File: src/rtl/ad3542_pkg.sv
// Shared definitions for the AD3542 SPI writer: frame layout and FSM states.
package ad3542_pkg;

  localparam int   AD3542_FRAME_BITS = 24;
  localparam logic AD3542_WRITE_BIT  = 1'b0;

  typedef enum logic [2:0] {
    ST_IDLE,
    ST_CS_SETUP,
    ST_SHIFT,
    ST_CS_HOLD,
    ST_CS_GAP
  } ad3542_state_t;

  function automatic logic [AD3542_FRAME_BITS-1:0] build_frame(input logic [6:0]  addr,
                                                               input logic [15:0] code);
    return {AD3542_WRITE_BIT, addr, code};
  endfunction

endpackage

File: src/rtl/sync_fifo.sv
// First-word-fall-through synchronous FIFO; push while full is accepted only alongside a pop.
module sync_fifo #(
  parameter int WIDTH = 16,
  parameter int DEPTH = 16
) (
  input  logic                     clk,
  input  logic                     reset,
  input  logic                     push,
  input  logic [WIDTH-1:0]         push_data,
  input  logic                     pop,
  output logic [WIDTH-1:0]         pop_data,
  output logic                     full,
  output logic                     empty,
  output logic [$clog2(DEPTH):0]   level
);

  localparam int AW = $clog2(DEPTH);

  logic [WIDTH-1:0] mem [DEPTH];
  logic [AW:0]      wr_ptr;
  logic [AW:0]      rd_ptr;
  logic             do_push;
  logic             do_pop;

  assign level    = wr_ptr - rd_ptr;
  assign full     = (level == (AW+1)'(DEPTH));
  assign empty    = (level == '0);
  assign pop_data = mem[rd_ptr[AW-1:0]];
  assign do_pop   = pop && !empty;
  assign do_push  = push && (!full || do_pop);

  always_ff @(posedge clk) begin
    if (reset) begin
      wr_ptr <= '0;
      rd_ptr <= '0;
    end else begin
      if (do_push) wr_ptr <= wr_ptr + (AW+1)'(1);
      if (do_pop)  rd_ptr <= rd_ptr + (AW+1)'(1);
    end
  end

  always_ff @(posedge clk) begin
    if (do_push) mem[wr_ptr[AW-1:0]] <= push_data;
  end

endmodule

File: src/rtl/ad3542_spi_writer.sv
// Buffers sequencer DAC codes and writes each one to the AD3542 as a 24-bit mode-0 SPI frame.
module ad3542_spi_writer
  import ad3542_pkg::*;
#(
  parameter int         CLK_HALF   = 4,
  parameter int         GAP_CYCLES = 4,
  parameter logic [6:0] REG_ADDR   = 7'h2A,
  parameter int         FIFO_DEPTH = 16
) (
  input  logic                          clk,
  input  logic                          reset,
  input  logic [15:0]                   data_in,
  input  logic                          valid_in,
  input  logic                          clear_overflow,
  output logic                          busy,
  output logic                          overflow,
  output logic [$clog2(FIFO_DEPTH):0]   fifo_level,
  output logic                          spi_cs_n,
  output logic                          spi_sclk,
  output logic                          spi_sdo
);

  localparam int                PH_W     = $clog2(CLK_HALF) + 1;
  localparam logic [PH_W-1:0]   PH_LAST  = PH_W'(CLK_HALF - 1);
  localparam int                GAP_W    = $clog2(GAP_CYCLES + 1) + 1;
  localparam logic [GAP_W-1:0]  GAP_LAST = GAP_W'((GAP_CYCLES > 0) ? GAP_CYCLES - 1 : 0);
  localparam logic [4:0]        BIT_TOP  = 5'(AD3542_FRAME_BITS - 1);

  ad3542_state_t                  state, state_next;
  logic [PH_W-1:0]                phase, phase_next;
  logic [4:0]                     bit_cnt, bit_cnt_next;
  logic [GAP_W-1:0]               gap_cnt, gap_next;
  logic                           sclk_q, sclk_next;
  logic [AD3542_FRAME_BITS-1:0]   shreg, shreg_next;
  logic                           cs_n_q, sdo_q, busy_q, overflow_q;
  logic                           frame_active_next;
  logic                           fifo_pop, fifo_full, fifo_empty;
  logic [15:0]                    fifo_head;
  logic                           drop;

  sync_fifo #(
    .WIDTH (16),
    .DEPTH (FIFO_DEPTH)
  ) u_fifo (
    .clk       (clk),
    .reset     (reset),
    .push      (valid_in),
    .push_data (data_in),
    .pop       (fifo_pop),
    .pop_data  (fifo_head),
    .full      (fifo_full),
    .empty     (fifo_empty),
    .level     (fifo_level)
  );

  always_comb begin
    state_next   = state;
    phase_next   = phase;
    bit_cnt_next = bit_cnt;
    gap_next     = gap_cnt;
    sclk_next    = sclk_q;
    shreg_next   = shreg;
    fifo_pop     = 1'b0;
    unique case (state)
      ST_IDLE: begin
        if (!fifo_empty) begin
          fifo_pop   = 1'b1;
          shreg_next = build_frame(REG_ADDR, fifo_head);
          phase_next = '0;
          state_next = ST_CS_SETUP;
        end
      end
      ST_CS_SETUP: begin
        if (phase == PH_LAST) begin
          phase_next   = '0;
          sclk_next    = 1'b1;
          bit_cnt_next = BIT_TOP;
          state_next   = ST_SHIFT;
        end else begin
          phase_next = phase + PH_W'(1);
        end
      end
      ST_SHIFT: begin
        // The last bit ends on its high phase; sclk falls as the hold phase starts.
        if (phase == PH_LAST) begin
          phase_next = '0;
          if (sclk_q) begin
            sclk_next = 1'b0;
            if (bit_cnt == 5'd0) begin
              state_next = ST_CS_HOLD;
            end else begin
              shreg_next   = shreg << 1;
              bit_cnt_next = bit_cnt - 5'd1;
            end
          end else begin
            sclk_next = 1'b1;
          end
        end else begin
          phase_next = phase + PH_W'(1);
        end
      end
      ST_CS_HOLD: begin
        if (phase == PH_LAST) begin
          phase_next = '0;
          gap_next   = '0;
          state_next = (GAP_CYCLES == 0) ? ST_IDLE : ST_CS_GAP;
        end else begin
          phase_next = phase + PH_W'(1);
        end
      end
      ST_CS_GAP: begin
        if (gap_cnt == GAP_LAST) state_next = ST_IDLE;
        else                     gap_next   = gap_cnt + GAP_W'(1);
      end
      default: state_next = ST_IDLE;
    endcase
  end

  assign frame_active_next = (state_next == ST_CS_SETUP) || (state_next == ST_SHIFT) ||
                             (state_next == ST_CS_HOLD);
  assign drop = valid_in && fifo_full && !fifo_pop;

  always_ff @(posedge clk) begin
    if (reset) begin
      state      <= ST_IDLE;
      phase      <= '0;
      bit_cnt    <= '0;
      gap_cnt    <= '0;
      sclk_q     <= 1'b0;
      cs_n_q     <= 1'b1;
      sdo_q      <= 1'b0;
      busy_q     <= 1'b0;
      overflow_q <= 1'b0;
    end else begin
      state      <= state_next;
      phase      <= phase_next;
      bit_cnt    <= bit_cnt_next;
      gap_cnt    <= gap_next;
      sclk_q     <= sclk_next;
      cs_n_q     <= !frame_active_next;
      sdo_q      <= frame_active_next && shreg_next[AD3542_FRAME_BITS-1];
      busy_q     <= (state != ST_IDLE) || !fifo_empty;
      overflow_q <= drop ? 1'b1 : (clear_overflow ? 1'b0 : overflow_q);
    end
  end

  always_ff @(posedge clk) begin
    shreg <= shreg_next;
  end

  assign spi_cs_n = cs_n_q;
  assign spi_sclk = sclk_q;
  assign spi_sdo  = sdo_q;
  assign busy     = busy_q;
  assign overflow = overflow_q;

endmodule

File: config.mk
export PLATFORM = sky130hd
export DESIGN_NAME = ad3542_spi_writer
export DESIGN_NICKNAME = d
export VERILOG_FILES = /design/src/rtl/ad3542_pkg.sv /design/src/rtl/sync_fifo.sv /design/src/rtl/ad3542_spi_writer.sv
export SDC_FILE = /design/constraint.sdc
export NUM_CORES = 1
export LEC_CHECK = 0
export ABC_CLOCK_PERIOD_IN_PS = 3500
export BUFFER_PORTS_ARGS = -buffer_cell sky130_fd_sc_hd__buf_2
export CAP_MARGIN = 5
export CORE_MARGIN = 2
export CORE_UTILIZATION = 50
export CTS_CLUSTER_DIAMETER = 120
export DETAILED_ROUTE_END_ITERATION = 6
export GPL_ROUTABILITY_DRIVEN = 0
export GPL_TIMING_DRIVEN = 0
export PLACE_DENSITY = 0.66
export SLEW_MARGIN = 5
export SYNTH_ARGS = -nofsm -noshare
export SYNTH_HDL_FRONTEND = slang
export SYNTH_SLANG_ARGS = --single-unit
File: constraint.sdc
create_clock -name clk -period 3.5 [get_ports clk]
set_input_delay 0.175 -clock clk [delete_from_list [all_inputs] [get_ports clk]]
set_output_delay 0.175 -clock clk [all_outputs]
set_load 0.03 [all_outputs]
==> qor.txt <==
Status: finished clean
Chip width: 163 µm
Port Buffer Count: 29
H-tree depth: 2
Worst-path maximum fanout: 17
YS warnings: 0
Area Growth Syn to Fin: 13.2%
Crit-path cells: inv_1 -> ha_1 -> fa_1 -> xnor2_1 -> a211o_1 -> o31ai_2 -> buf_4 -> a21oi_4 -> mux2_2
Final WL: 27000 µm
CTS Buf Count: 34
Antenna cell count: 0
FFs w/ async S/R, synth: 0
Fillcell total: 1906
Most frequent cells after synthesis: edfxtp_1 (279), mux4_2 (57), dfxtp_1 (35), a21oi_1 (32), nor2_1 (26)
Yosys cell types: 50
Fin. Hold Viols: 0
Drt via density: 5.93
Synth Instances: 692
Power Dens Cells: 714 nW/µm²
Vias in the first global route: 6834
Area occupied by multi-input gates: 3410 µm²
Worst hold path class: in -> reg
Worst slew margin: 0.362
DIE AREA: 26600 µm²
Die height: 163 µm
Critical path class: reg -> reg
Max incr delay on CP: 760 ps
First-pass GRT wire length: 40500 µm
Lkg Pwr: 4.70 nW
CP Data Arrival Time: 3770 ps
Maximum clock frequency: 0.296 GHz
Synthesized area: 12600 µm²
Design Power: 10.2 mW
Worst vdd ir: 0.469 mV
Slowest CP cell: a21oi_4
Core Region: 25000 µm²
Top FF cell, synth: edfxtp_1
Initial Utilization: 0.505
Max Cap Violations: 0
Top delay family on crit path: compound AO/OA/AOI/OAI gates
NumNets Final: 793
Least-Margin Pin Slew: 955 ps
Skew final: 19.0 ps
Final ANT Viol Nets: 0
Buffers & Inverters on Critical Path: 2
Mapped Nets: 726
Number of synthesized flops with an enable pin: 279
Drt first pass iters: 4
DP HPWL: 16400 µm
# rows: 58
CP startpoint kind: register
Crit end category: register
Register Area: 9080 µm²
Top cell type's share of synthesized area: 0.662
Final setup fails: 0
Worst hold margin: 36.6 ps
Area leader, netlist: edfxtp_1
Grt total ovfl: 0
Initial antenna violation count: 0
DR DRC count: 0
Worst EP required: 3890 ps
Ports: 30
Layout cells sized above 1: 0.230
Clk sinks: 314
Vias: 6580
Seq cells post-synth: 314
Gr usage total: 0.210
Top-count cell post-synth: edfxtp_1
Clk Tree Root Cell: clkbuf_16
Tmin final: 3380 ps
Initial drt markers: 511
Pin count of the biggest net entering global routing: 24
CTS tree: yes
Syn avg cell area: 18.3 µm²
Avg WL per Cell: 24.4 µm
Final max-slew violation count: 0
Tcrit/Tclk final: 0.965
Dominant cells by area after synthesis: edfxtp_1 (66%), mux4_2 (10%), dfxtp_1 (5.5%)
Post-synthesis sequential area ratio: 0.718
Maximum clock insertion buffer count: 3
Clk slew on worst S/H paths: 60 ps
Clk_lat worst skew: 510 ps
-- timing repair --
action,in CTS,in global routing
hold buffers,2,0
resized for setup,14,12
gates cloned,0,0
setup buffers,0,0
endpoints found under the setup margin,224,231
hold endpoints to repair,1,0
pin swaps,0,0
-- state kept, by name, summed over array words and instances (netlist names), named ones only --
name	count
state	3
gap_cnt	4
busy	1
u_fifo.wr_ptr	5
overflow	1
bit_cnt	5
u_fifo.rd_ptr	5
spi_sdo	1
phase	3
spi_cs_n	1
u_fifo.mem	256
spi_sclk	1
shreg	24
-- kinds of logic (layout without fill, tap and decap cells) --
family,after synthesis,count (layout),share of synthesized area
compound gates,82,82,0.0445
xor+xnor,9,9,0.00623
fa+ha+maj,14,14,0.0144
buf+inv,50,137,0.0184
flops,314,314,0.718
mux,95,95,0.143
simple gates,128,128,0.0558
-- cells in the final DEF, fill, tap and decap left out, types with 16 or more instances in the layout --
cell / instances
nor2b_1: 24
a21oi_1: 31
clkbuf_1: 25
mux2i_1: 21
buf_2: 38
clkbuf_16: 35
edfxtp_1: 279
mux4_2: 57
nor2_1: 26
a211oi_1: 16
dfxtp_1: 35
-- cell type report --
class / count / share of cell area
Sequential cell: 314 / 0.634
Multi-Input combinational cell: 328 / 0.238
Clock buffer: 46 / 0.0655
Tap cell: 330 / 0.0288
Buffer: 35 / 0.0123
Timing Repair Buffer: 31 / 0.0115
Clock inverter: 10 / 0.00559
Inverter: 15 / 0.00393
-- metal layers --
layer,up-vias,global-route usage,part of all wire
met5,-,0,0
met1,3411,0.278,0.41
li1,2915,-,-
met4,0,0.0664,0.027
met2,192,0.361,0.51
met3,62,0.0356,0.053
-- path summary, 6_finish.rpt --
path,cells past startpoint,to,slack (ps),start
hold reg to reg,2,phase[2]$_SDFFE_PP0P_,450,phase[2]$_SDFFE_PP0P_
hold / removal,1,u_fifo.mem[12][0]$_DFFE_PP_,40,data_in[0]
setup / recovery,9,u_fifo.wr_ptr[4]$_SDFFE_PP0P_,120,u_fifo.wr_ptr[0]$_SDFFE_PP0P_
setup reg to reg,9,u_fifo.wr_ptr[4]$_SDFFE_PP0P_,120,u_fifo.wr_ptr[0]$_SDFFE_PP0P_
-- stage by stage --
stage	util	std cells	worst slack, ps	setup TNS [ps]	instance area (µm²)
2_1_floorplan	-	692	183	0	12700
3_3_place_gp	0.528	1051	-119	-7720	13200
3_5_place_dp	0.528	1051	-365	-53060	13200
4_1_cts	0.570	1109	11.4	0	14300
5_1_grt	0.572	1109	-22.8	-111	14300
6_report	0.572	1109	124	0	14300
-- power breakdown --
part / total [mW] / switching, mW / internal, mW / leakage (nW)
registers: 4.53 / 0.104 / 4.43 / 2.83
clock network: 3.33 / 1.38 / 1.94 / 0.500
logic: 2.35 / 1.34 / 1.01 / 1.37
total: 10.2 / 2.83 / 7.38 / 4.70
(Power assumes the default switching activity.)
